$ cat src/rtl/mips_pkg.sv
// Shared definitions for the data/instruction memory arbiters.
// Holds the FSM state encoding, the port ids and the memory latency limits.
package mips_pkg;

  typedef enum logic [1:0] {
    IDLE   = 2'd0,
    ACCESS = 2'd1,
    DONE   = 2'd2
  } state_t;

  localparam logic PORT_P = 1'b0;
  localparam logic PORT_D = 1'b1;

  localparam int MEM_LAT_MAX = 7;
  localparam int LAT_W       = 3;

endpackage

$ cat src/rtl/rr_arb2.sv
// Two-way arbiter with a fixed-priority or round-robin mode.
// It keeps the last grant so that round-robin alternates on ties.
module rr_arb2
  import mips_pkg::*;
#(
  parameter int PRIO_PIPE = 1
) (
  input  logic clk,
  input  logic reset,
  input  logic req_p,
  input  logic req_d,
  input  logic update,
  output logic gnt,
  output logic any_req
);

  logic last_grant;

  // NOTE: combinational blocks assign every output first so that no path leaves a latch.
  always_comb begin
    gnt     = PORT_P;
    any_req = req_p | req_d;
    if (PRIO_PIPE != 0) begin
      gnt = req_p ? PORT_P : PORT_D;
    end else if (req_p && req_d) begin
      gnt = ~last_grant;
    end else begin
      gnt = req_p ? PORT_P : PORT_D;
    end
  end

  // Starting from D means P wins the first tie after reset.
  // NOTE: sequential state uses non-blocking assignments only.
  always_ff @(posedge clk or posedge reset) begin
    if (reset) begin
      last_grant <= PORT_D;
    end else if (update && any_req) begin
      last_grant <= gnt;
    end
  end

endmodule

$ cat src/rtl/dmem_arbiter.sv
// Shares the single-ported data memory between the pipeline MEM stage (P)
// and the debug/loader port (D), holding the strobes MEM_LAT cycles per access.
module dmem_arbiter
  import mips_pkg::*;
#(
  parameter int DATA_W    = 32,
  parameter int MEM_LAT   = 1,
  parameter int PRIO_PIPE = 1
) (
  input  logic              clk,
  input  logic              reset,
  input  logic              p_req,
  input  logic              p_we,
  input  logic [DATA_W-1:0] p_addr,
  input  logic [DATA_W-1:0] p_wdata,
  output logic [DATA_W-1:0] p_rdata,
  output logic              p_done,
  output logic              p_stall,
  input  logic              d_req,
  input  logic              d_we,
  input  logic [DATA_W-1:0] d_addr,
  input  logic [DATA_W-1:0] d_wdata,
  output logic [DATA_W-1:0] d_rdata,
  output logic              d_done,
  output logic              mem_write,
  output logic              mem_read,
  output logic [DATA_W-1:0] mem_addr,
  output logic [DATA_W-1:0] mem_wdata,
  input  logic [DATA_W-1:0] mem_rdata,
  output logic              busy
);

  localparam logic [LAT_W-1:0] LAT_INIT = LAT_W'(MEM_LAT - 1);

  state_t            state_q, state_d;
  logic [LAT_W-1:0]  lat_cnt;
  logic              gnt, any_req, gnt_q, we_q;
  logic [DATA_W-1:0] addr_q, wdata_q, p_rdata_q, d_rdata_q;
  logic              grant_now, last_beat;

  assign grant_now = (state_q == IDLE) && any_req;
  assign last_beat = (state_q == ACCESS) && (lat_cnt == '0);

  rr_arb2 #(.PRIO_PIPE(PRIO_PIPE)) u_arb (
    .clk    (clk),
    .reset  (reset),
    .req_p  (p_req),
    .req_d  (d_req),
    .update (state_q == IDLE),
    .gnt    (gnt),
    .any_req(any_req)
  );

  always_ff @(posedge clk or posedge reset) begin
    if (reset) state_q <= IDLE;
    else       state_q <= state_d;
  end

  always_comb begin
    state_d = state_q;
    unique case (state_q)
      IDLE:    if (any_req) state_d = ACCESS;
      ACCESS:  if (lat_cnt == '0) state_d = DONE;
      DONE:    state_d = IDLE;
      default: state_d = IDLE;
    endcase
  end

  // The winner's request is frozen here so later input changes cannot disturb it.
  always_ff @(posedge clk or posedge reset) begin
    if (reset) begin
      lat_cnt   <= '0;
      gnt_q     <= PORT_P;
      we_q      <= 1'b0;
      addr_q    <= '0;
      wdata_q   <= '0;
      p_rdata_q <= '0;
      d_rdata_q <= '0;
    end else if (grant_now) begin
      lat_cnt <= LAT_INIT;
      gnt_q   <= gnt;
      we_q    <= (gnt == PORT_P) ? p_we    : d_we;
      addr_q  <= (gnt == PORT_P) ? p_addr  : d_addr;
      wdata_q <= (gnt == PORT_P) ? p_wdata : d_wdata;
    end else if (last_beat) begin
      if (!we_q && gnt_q == PORT_P) p_rdata_q <= mem_rdata;
      if (!we_q && gnt_q == PORT_D) d_rdata_q <= mem_rdata;
    end else if (state_q == ACCESS) begin
      lat_cnt <= lat_cnt - LAT_W'(1);
    end
  end

  // Strobes decode from the state alone, so an asynchronous reset drops them at once.
  always_comb begin
    mem_write = 1'b0;
    mem_read  = 1'b0;
    mem_addr  = '0;
    mem_wdata = '0;
    p_done    = 1'b0;
    d_done    = 1'b0;
    unique case (state_q)
      ACCESS: begin
        mem_write = we_q;
        mem_read  = ~we_q;
        mem_addr  = addr_q;
        mem_wdata = wdata_q;
      end
      DONE: begin
        p_done = (gnt_q == PORT_P);
        d_done = (gnt_q == PORT_D);
      end
      default: ;
    endcase
  end

  assign busy    = (state_q != IDLE);
  assign p_stall = p_req & ~p_done;
  assign p_rdata = p_rdata_q;
  assign d_rdata = d_rdata_q;

endmodule
$ cat config.mk
export PLATFORM = sky130hd
export DESIGN_NAME = dmem_arbiter
export DESIGN_NICKNAME = d
export VERILOG_FILES = /design/src/rtl/mips_pkg.sv /design/src/rtl/rr_arb2.sv /design/src/rtl/dmem_arbiter.sv
export SDC_FILE = /design/constraint.sdc
export NUM_CORES = 1
export LEC_CHECK = 0
export CELL_PAD_IN_SITES_DETAIL_PLACEMENT = 1
export CELL_PAD_IN_SITES_GLOBAL_PLACEMENT = 2
export CORE_ASPECT_RATIO = 0.9
export CORE_UTILIZATION = 28
export DETAILED_ROUTE_END_ITERATION = 10
export GPL_ROUTABILITY_DRIVEN = 0
export HOLD_SLACK_MARGIN = 0.15
export PLACE_DENSITY = 0.91
export RECOVER_POWER = 50
export SLEW_MARGIN = 0
export SYNTH_ARGS = -nofsm -noshare
export SYNTH_HDL_FRONTEND = slang
export SYNTH_SLANG_ARGS = --single-unit
$ cat constraint.sdc
create_clock -name clk -period 9.73 [get_ports clk]
set_input_delay 0.973 -clock clk [delete_from_list [all_inputs] [get_ports clk]]
set_output_delay 0.973 -clock clk [all_outputs]
set_load 0.02 [all_outputs]
==> results of run 1 <==
## Yosys cell counts (2+ instances only)
cell type / number
inv_1: 5
mux2_2: 194
and2_1: 66
a21oi_1: 2
buf_2: 5
ha_1: 2
clkbuf_1: 11
nor2_1: 5
a31o_2: 2
buf_6: 11
dfrtp_1: 135
## sequential cells by signal (all words and copies together) (netlist names)
| register | count |
|---|---|
| d_rdata | 32 |
| lat_cnt | 3 |
| we_q | 1 |
| wdata_q | 32 |
| gnt_q | 1 |
| addr_q | 32 |
| p_rdata | 32 |
| state_q | 2 |
## metal layers
layer	global-route usage	wire, um	share of wire
met1	0.1921	7593	0.41
met2	0.2849	9775	0.53
met3	0.04059	975	0.053
met4	0.04575	204	0.011
met5	0	0	0
## worst min path at each step
stage | startpoint | end
after detailed placement | wdata_q[25] | wdata_q[25]
after CTS | wdata_q[25] | wdata_q[25]
after global placement | wdata_q[6] | wdata_q[6]
final | wdata_q[24] | wdata_q[24]
after global routing | wdata_q[29] | wdata_q[29]
after floorplan | addr_q[25] | addr_q[25]
## critical path: stages
cell and delay (ps):
buf_2 90, clkbuf_1 2740, o21a_4 950, mux2_2 420
## placed cells by master, fill, tap and decap left out, types with 2 or more instances in the layout
cell	netlist	final
dlygate4sd3_1	0	65
clkinvlp_4	0	2
clkbuf_16	0	17
and2_1	66	66
clkinv_4	0	3
dfrtp_1	135	135
clkbuf_1	11	4
inv_1	5	4
clkinv_2	0	2
a31o_2	2	2
mux2_2	194	193
bufinv_16	0	3
a21oi_1	2	2
inv_6	0	3
clkdlybuf4s50_1	0	233
ha_1	2	2
nor2_1	5	5
## area by class of cell
type                            count  area, um2
Clock buffer                       19      442.9
Clock inverter                     13      167.7
Fill cell                        2352      12220
Inverter                            5      20.02
Multi-Input combinational cell    283       2770
Sequential cell                   135       3378
Tap cell                          297      371.6
Timing Repair Buffer              303       3007
## stage by stage
| step | power, mW | std cells |
|---|---|---|
| final | 3.153 | 1055 |
| after global routing | 3.330 | 1055 |
| after CTS | 3.266 | 1055 |
| after detailed placement | 2.572 | 1023 |
| after global placement | 2.524 | 1023 |
| after floorplan | 1.863 | 452 |
## cell families (layout without fill, tap and decap cells)
family | Yosys count | after routing | synth area share
buffers and inverters | 34 | 340 | 0.03454
adders and majority gates | 2 | 2 | 0.003924
and+or+nand+nor | 80 | 80 | 0.08144
xor gates and xnor gates | 1 | 1 | 0.001374
muxes | 194 | 194 | 0.3426
AOI/OAI and AO/OA | 6 | 6 | 0.006280
DFF | 135 | 135 | 0.5298
## power by group through the flow
stage / registers [mW] / logic (mW) / clock network (mW)
floorplan: 1.14 / 0.727 / 0
global placement: 0.977 / 1.55 / 0
detailed placement: 0.998 / 1.57 / 0
CTS: 0.991 / 1.58 / 0.694
global route: 1.02 / 1.60 / 0.714
finish: 0.978 / 1.51 / 0.669
==> reports/summary.txt, run 1 <==
status -> complete, but fails checks
failing checks -> design-rule violations, max-capacitance violations, max-slew violations
final setup TNS -> 0 ps
Comb pwr share -> 0.478
DRC Markers -> 4
Max-Cap Viols -> 5
antenna cells -> 0
Post CTS Setup Buffer Count -> 0
Resized Gates After CTS -> 0
area grow syn2layout -> 59.30%
NetSw -> 1.102 mW
total core area -> 22,380 um2
largest net degree at the start of global routing -> 69
initial antenna violation count -> 0
Rel. slew slack -> -1.609
share of layout cells above drive strength 1 -> 0.3061
IO buf count -> 299
post-layout minimum cycle time -> 4967 ps
ranking of synthesized cells by area -> dfrtp_1 53%, mux2_2 34%, and2_1 6.5%
Site Rows -> 52
crit path to -> wdata_q[19]
GR Overflow Total -> 0
Worst-Skew Late Latency -> 410 ps
Tot GR Track Use -> 0.1613
via count -> 4,649
CTS tree -> yes
Detail Placement HPWL -> 13,370 um
vias in the first global route -> 5,135
first-pass GRT wire length -> 29,240 um
IO Pins -> 300
final slew viol count -> 272
leakage -> 4.067 nW
DR pass1 iterations -> 7
switching portion of total power -> 0.3497
area share of the largest cell type after synthesis -> 0.5298
H-tree levels -> 4
hold depth -> 1
cell area after layout -> 10,160 um2
f_max -> 201.3 MHz
Worst Tran Pin Value -> 3913 ps
clock skew -> 13.35 ps
sequential area share after synthesis -> 0.5298
1st-iter DRT viols -> 135
Placed Area -> 9578 um2
VDD IR max -> 0.0001512 V
Worst Reg2Reg Path Length in Cells -> 4
fin util -> 0.4538
post-layout net count -> 913
internal power -> 2.050 mW
pre-CTS setup slack -> 6440 ps
r2r setup slk -> 6080 ps
Syn. warnings -> 0
die footprint -> 23,380 um2
cells after synthesis -> 452
launch point of the worst path -> p_req
Num CTS Buffers -> 17
die width -> 161.1 um
worst hold path type -> reg -> reg
Reg clk slew, reported paths -> 60 ps
Hold Worst Slack -> 494.9 ps
Worst Path Required -> 10,010 ps
CTS Buffer Depth -> 2
Tcrit/Tclk final -> 0.5105
Worst Path Max Fanout -> 68
setup ws final -> 4763 ps
Post-synth EDFFs -> 0
# clock sinks -> 135
Setup-failing EPs final -> 0
Worst setup EP type -> register
die height -> 145.2 um
routed len/inst -> 17.58 um
top_reg_cell synth -> dfrtp_1
FFs w/ async S/R, synth -> 1.000
unique cell type count in the Yosys netlist -> 25
Fin. Hold Viols -> 0
clock share of power -> 0.212
capturing point of the worst reg2reg path -> d_rdata[12]
Final Routed Wirelength -> 18,550 um
Synth Area per Inst -> 14.11 um2
syn nets -> 620
number of antenna-violating nets in the routed design -> 0
Power Density -> 310.4 nW/um2
Reg power frac -> 0.310
Yosys top cell by area -> dfrtp_1
Synth Cell Area -> 6376 um2
Clk Tree Root Cell -> clkbuf_16
unrepaired setup endpoints after global routing -> no
Arr. time, crit path -> 5250 ps
Yosys reg bits -> 135
CTS Hold Buffers Added -> 0
Initial Utilization -> 0.2849
CP Class -> in -> reg
worst reg2reg path startpoint -> state_q[0]
critical path launch point type -> primary input
DR vias/cell -> 4.407
No activity file was read; power rests on OpenSTA's default activity.
==> inputs of run 2 (changes only) <==
CORE_UTILIZATION = 23   (was 28)
PLACE_DENSITY = 0.81   (was 0.91)
clock period = 4.5 ns   (was 9.73 ns; I/O delays follow)
==> run 2 against run 1 <==
  * The flow finishes with violations (max-capacitance violations, max-slew violations)
  * Non-clock buffer count rose by 1
  * First-iteration DRC count down 11%
  * Die area up 21%
  * Total power increased by 110%
  * Critical endpoint is now mem_wdata[20]
==> reports/summary.txt, run 2 (synthesized netlist as in run 1, its figures left out) <==
leading cell types in the layout, fill and taps excluded -> 235 x clkdlybuf4s50_1, 194 x mux2_2, 135 x dfrtp_1
Final Routed Wirelength -> 18,940 um
f_max -> 278.4 MHz
CP Class -> reg -> out
post-layout net count -> 914
Worst-Skew Late Latency -> 420 ps
Placed Area -> 9669 um2
Rel. slew slack -> -0.7383
clock skew -> 10.01 ps
most common cell after layout, fill and taps aside -> clkdlybuf4s50_1
cell area after layout -> 10,230 um2
largest net degree at the start of global routing -> 83
# clock sinks -> 135
setup ws final -> 908.7 ps
Num CTS Buffers -> 17
unrepaired setup endpoints after global routing -> no
H-tree levels -> 4
Reg power frac -> 0.317
final setup TNS -> 0 ps
switching portion of total power -> 0.3556
placed cell count -> 1,081
Post CTS Setup Buffer Count -> 0
DR vias/cell -> 4.179
total core area -> 27,100 um2
post-layout minimum cycle time -> 3591 ps
routed len/inst -> 17.02 um
NetSw -> 2.383 mW
DR pass1 iterations -> 3
Setup-failing EPs final -> 0
Power Density -> 655.1 nW/um2
status -> complete, but fails checks
Tcrit/Tclk final -> 0.7981
VDD IR max -> 0.0002400 V
register area -> 3378 um2
via count -> 4,651
Detail Placement HPWL -> 13,660 um
GR Overflow Total -> 0
post-route non-filler standard cell count -> 1,113
Worst setup EP type -> primary output
1st-iter DRT viols -> 120
first-pass GRT wire length -> 29,690 um
area grow syn2layout -> 60.42%
number of antenna-violating nets in the routed design -> 0
clock share of power -> 0.199
CTS Buffer Depth -> 2
die height -> 160.0 um
IO buf count -> 299
Worst Path Required -> 4050 ps
Clk Tree Root Cell -> clkbuf_16
DRC Markers -> 0
pre-CTS setup slack -> 1709 ps
IO Pins -> 300
die footprint -> 28,390 um2
Tot GR Track Use -> 0.1385
CTS Hold Buffers Added -> 0
final slew viol count -> 54
Fillers -> 2,890
critical path launch point type -> register
leakage -> 4.075 nW
Arr. time, crit path -> 3140 ps
Reg clk slew, reported paths -> 60 ps
antenna cells -> 0
Worst Tran Pin Value -> 2593 ps
worst hold path type -> in -> reg
vias in the first global route -> 5,238
Worst Path Max Fanout -> 45
initial antenna violation count -> 0
CTS tree -> yes
Site Rows -> 57
fin util -> 0.3774
Multi-input gate area -> 2785 um2
Initial Utilization -> 0.2353
die width -> 177.5 um
Comb pwr share -> 0.483
Fin. Hold Viols -> 0
share of layout cells above drive strength 1 -> 0.3149
Max-Cap Viols -> 1
failing checks -> max-capacitance violations, max-slew violations
internal power -> 4.318 mW
Resized Gates After CTS -> 0
==> run 2: per-layer routing <==
layer	up-vias	wire (um)	track usage
met4	0	436	0.05594
met3	27	987	0.03095
li1	2160	-	-
met2	137	9665	0.2411
met1	2327	7848	0.1634
met5	-	0	0
==> run 2: metrics by stage <==
stage / hold WS [ps] / power, mW
2_1_floorplan: 472.0 / 4.028
4_1_cts: 419.1 / 6.955
3_5_place_dp: 487.6 / 5.565
3_3_place_gp: 481.3 / 5.504
6_report: 435.4 / 6.701
5_1_grt: 436.5 / 7.106
==> run 2: final timing paths <==
| kind | from | to | slack [ps] | cells after the start |
|---|---|---|---|---|
| worst min register to register | wdata_q[3] | wdata_q[3] | 500 | 1 |
| worst max register to register | state_q[1] | d_rdata[5] | 1960 | 4 |
| worst min-delay path | p_req | gnt_q | 440 | 2 |
| worst max-delay path | state_q[1] | mem_wdata[20] | 910 | 4 |
| max in group asynchronous | reset | lat_cnt[0] | 1990 | 3 |
| min in group asynchronous | reset | wdata_q[11] | 1230 | 2 |
==> run 2: area by class of cell <==
type | count | share of cell area
clock buffer | 18 | 0.04294
timing repair buffer | 304 | 0.2970
clock inverter | 14 | 0.01223
inverter | 5 | 0.001957
sequential | 135 | 0.3303
multi-input combinational | 283 | 0.2723
tap | 354 | 0.04330
==> run 2: critical path: stages (launching register included) <==
cell and delay [ps]:
dfrtp_1 410, and2b_1 1110, buf_4 400, and2_1 170, clkdlybuf4s50_1 600
==> run 2: power groups by stage <==
stage	registers [mW]	logic (mW)	clock network (mW)
6_report	2.12	3.24	1.34
5_1_grt	2.21	3.46	1.43
4_1_cts	2.15	3.41	1.40
3_5_place_dp	2.16	3.40	0
3_3_place_gp	2.14	3.36	0
2_1_floorplan	2.46	1.57	0
==> patch 1 (config.mk and constraints of run 1) <==
`DATA_W`: 32 -> 64.
--- a/src/rtl/dmem_arbiter.sv
+++ b/src/rtl/dmem_arbiter.sv
@@ -4,5 +4,5 @@
   import mips_pkg::*;
 #(
-  parameter int DATA_W    = 32,
+  parameter int DATA_W    = 64,
   parameter int MEM_LAT   = 1,
   parameter int PRIO_PIPE = 1
Ports: changed (9 resized); port bits go from 300 to 588. No check against the original RTL was run, so the function may have changed too.
==> patch 1 against run 1 <==
The flow finishes with violations (capacitance limit, slew limit); area after synthesis rose by 100%; total power rose by 110%; utilization decreased by 0.92 points; wire length is 130% higher; design area grew 100%; sequential cell count is 128 higher; worst setup slack got worse by 1.2 ns; non-clock buffer count increased by 294; synthesized cell count is 91% higher; global-route usage increased by 1.4 points; fmax is 20% lower; critical endpoint is now addr_q[61]; largest power group unchanged; highest routed layer is now met5.
==> patch 1: results (changes against run 1) <==
Relative slew slack = -226% (-65 points)
Total Wirelength = 43200 um (+130%)
Final Skew = 0.00773 ns (-0.00562 ns)
Max VDD drop = 0.177 mV (+17%)
Max Slew Vio Count = 268 (-1.5%)
Sw Ratio = 35.7% (+0.74 points)
Sequential group power = 1.96 mW (+100%)
Area share of xor/xnor cells in the synthesized design = 0.0671% (-0.070 points)
Worst Reg-to-Reg Cells = 6 (+2)
Ranking of synthesized cells by area = dfrtp_1, mux2_4, mux2_2
Register area share after synthesis = 50.4% (-2.6 points)
Post-synthesis adder-cell area fraction = 0.192% (-0.20 points)
Mux contribution to synthesized area = 38.5% (+4.2 points)
Max-cap viol count = 5 (unchanged)
Start point of the worst hold path = wdata_q[44]
Top cells by count, synth = dfrtp_1, mux2_2, mux2_4, and2_1, buf_2
Clock latency on the worst-skew pair = 0.56 ns (+0.15 ns)
Total track usage = 17.5% (+1.4 points)
DRT iter0 DRCs = 342 (+150%)
Worst r2r src = lat_cnt[0]
Leakage = 8.60 nW (+110%)
R2r setup slk = 4.40 ns (-1.68 ns)
Hold slack = 0.477 ns (-0.0182 ns)
Failing checks = capacitance limit, slew limit
Syn nets = 1192 (+92%)
Comb power = 3.53 mW (+130%)
Status = complete, but fails checks
Worst setup path endpoint = addr_q[61]
Hold Path End = wdata_q[44]
Total number of vias = 9111 (+96%)
Slowest stage delay, CP = 2.39 ns (-0.35 ns)
Share of layout cells above drive strength 1 = 29.5% (-1.1 points)
Crit-path max FO = 54 (-21%)
RR Endpoint = p_rdata[42]
Initial antenna violation count = 1 (+1)
Largest net degree at the start of global routing = 108 (+57%)
Synth Area in Compound Gates = 0.249% (-0.38 points)
Detailed Routing Iterations Pass 1 = 4 (-3)
Port buffer count = 587 (+96%)
Total CTS buffers = 30 (+13)
Nets = 1763 (+93%)
Worst EP arrival = 6.61 ns (+1.36 ns)
CTS Buffer Depth = 3 (+1)
patch 1: cell count changes after synthesis, sizes merged, moves of 2 or more:
cell	change
buf	+23
mux2	+192
a211oi	+2
and2	+64
clkbuf	+6
dfrtp	+128
a31o	-2
patch 1: cell type report:
type | instances | area share [%]
multi-input combinational | 538 | 29.2
inverter | 5 | 0.0986
clock inverter | 12 | 0.937
clock buffer | 42 | 4.27
tap | 608 | 3.75
sequential | 263 | 32.4
timing repair buffer | 597 | 29.3
patch 1: per-layer routing:
layer,vias to the layer above,routed length (um),global-route usage [%],part of all wire [%]
met1,4606,17200,21.1,40
met3,74,2540,3.85,5.9
li1,4120,-,-,-
met5,-,13,0,0.030
met2,309,22100,31.1,51
met4,2,1340,5.31,3.1
patch 1: critical path, delay by kind of cell:
family | cells | cell delay (ns)
AOI/OAI and AO/OA | 1 | 1.04
buffers and inverters | 2 | 4.03
muxes | 1 | 0.49
patch 1: metrics by stage:
step                      total power, mW  cell area [um^2]  setup slack, ns  cells
after global routing                 7.06             20300             2.92   2065
final                                6.71             20300             3.55   2065
after floorplan                      4.06             13100             1.52    864
after CTS                            6.95             20400             5.36   2065
after detailed placement             5.67             19300             5.67   2011
after global placement               5.58             19300             5.77   2011
patch 1: kinds of logic (layout without fill, tap and decap cells):
family | count (synthesis) | in the layout
AO/OA/AOI/OAI | 5 | 5
AND/OR/NAND/NOR | 144 | 144
buffers and inverters | 63 | 656
flip-flops | 263 | 263
adder cells (fa/ha/maj) | 2 | 2
multiplexers | 386 | 386
XOR/XNOR | 1 | 1
==> patch 2 (flow settings as in run 1) <==
Without the edit above. Make the reset (`reset`) synchronous in 3 clocked blocks. Comments in the files are not updated.
--- a/src/rtl/rr_arb2.sv
+++ b/src/rtl/rr_arb2.sv
@@ -32,5 +32,5 @@
   // Starting from D means P wins the first tie after reset.
   // NOTE: sequential state uses non-blocking assignments only.
-  always_ff @(posedge clk or posedge reset) begin
+  always_ff @(posedge clk) begin
     if (reset) begin
       last_grant <= PORT_D;
--- a/src/rtl/dmem_arbiter.sv
+++ b/src/rtl/dmem_arbiter.sv
@@ -52,5 +52,5 @@
   );
 
-  always_ff @(posedge clk or posedge reset) begin
+  always_ff @(posedge clk) begin
     if (reset) state_q <= IDLE;
     else       state_q <= state_d;
@@ -68,5 +68,5 @@
 
   // The winner's request is frozen here so later input changes cannot disturb it.
-  always_ff @(posedge clk or posedge reset) begin
+  always_ff @(posedge clk) begin
     if (reset) begin
       lat_cnt   <= '0;
Formal check against the unedited RTL: differs if reset is asserted again (counterexample within 4 cycles, from zero or initial values and one cycle with reset high); with reset held inactive, the same outputs for 4 cycles.
==> patch 2 against run 1 <==
The flow finishes with violations (capacitance limit, slew limit); area after synthesis grew 0.77%; wire length increased by 10%; worst setup slack better by 0.33 ns; sequential cell count stayed put; critical path depth grew 1; synthesized cell count grew 44%; design area fell by 0.48%; critical path type unchanged.
Power is not compared: it rests on default switching activity, and its combinational part moved more than twofold at a synthesized area within 25%.
==> patch 2: results (changes against run 1) <==
Max Slew Vio Count = 207 (-24%)
Worst r2r src = state_q[1]
Area share of xor/xnor cells in the synthesized design = 0% (-0.14 points)
Vias per inst = 4.68 (+6.2%)
DR WL/cell = 16.7 um (-5.0%)
Detailed placer's ending HPWL = 14300 um (+6.9%)
Hold Path Depth = 2 (+1)
Post-synth top flop = dfxtp_1
RR Endpoint = wdata_q[29]
Yosys cell types = 28 (+12%)
FFs w/ async S/R, synth = 0% (-100 points)
Largest net degree at the start of global routing = 93 (+35%)
Fin cells = 1222 (+16%)
Slowest stage delay, CP = 1.91 ns (-0.83 ns)
CP startpoint = d_req
R2r setup slk = 5.32 ns (-0.76 ns)
Hold slack = 0.470 ns (-0.0250 ns)
Hold Path End = p_rdata[24]
Register area share after synthesis = 42.1% (-11 points)
Share of layout cells above drive strength 1 = 5.84% (-25 points)
Fin worst setup slack = 5.09 ns (+0.332 ns)
Status = complete, but fails checks
Number of global-route vias before repair = 5973 (+16%)
Routed met2 length = 9740 um (-0.37%)
WL met3 = 1550 um (+59%)
Worst EP arrival = 4.73 ns (-0.52 ns)
First-pass GRT wire length = 32500 um (+11%)
Crit-path max FO = 47 (-31%)
Syn nets = 818 (+32%)
Post-synthesis adder-cell area fraction = 0.389% (-0.0030 points)
Syn Area/Cell = 9.88 um^2 (-30%)
Max-cap viol count = 4 (-1)
Pre-CTS setup slack = 5.88 ns (-0.560 ns)
Start point of the worst hold path = p_rdata[24]
Least-Margin Pin Slew = 3.91 ns (-0.00688 ns)
Nets = 1082 (+19%)
Detailed Routing Iterations Pass 1 = 4 (-3)
Ranking of synthesized cells by area = dfxtp_1, mux2i_1, nand2b_1
Mux contribution to synthesized area = 20.1% (-14 points)
Final Skew = 0.0107 ns (-0.00260 ns)
Failing checks = capacitance limit, slew limit
[patch 2: changes by cell type in the layout (fill, tap and decap cells not counted), sizes merged, moves of 4 or more]
cell / run 1 / this run
a211oi: 0 / 68
a21oi: 2 / 67
buf: 2 / 6
dfrtp: 135 / 0
dfxtp: 0 / 135
mux2: 194 / 0
mux2i: 0 / 129
nand2b: 1 / 98
[patch 2: through the flow]
step	total power [mW]	instance area, um^2
2_1_floorplan	0.816	6420
3_3_place_gp	0.970	9580
3_5_place_dp	0.977	9580
4_1_cts	1.65	10200
5_1_grt	1.70	10100
6_report	1.62	10100
[patch 2: final cells by class]
| type | count | area share (%) |
|---|---|---|
| timing repair buffer | 307 | 30.0 |
| inverter | 4 | 0.149 |
| multi-input combinational | 449 | 33.5 |
| sequential | 135 | 26.7 |
| clock buffer | 17 | 4.21 |
| tap | 297 | 3.68 |
| clock inverter | 13 | 1.70 |
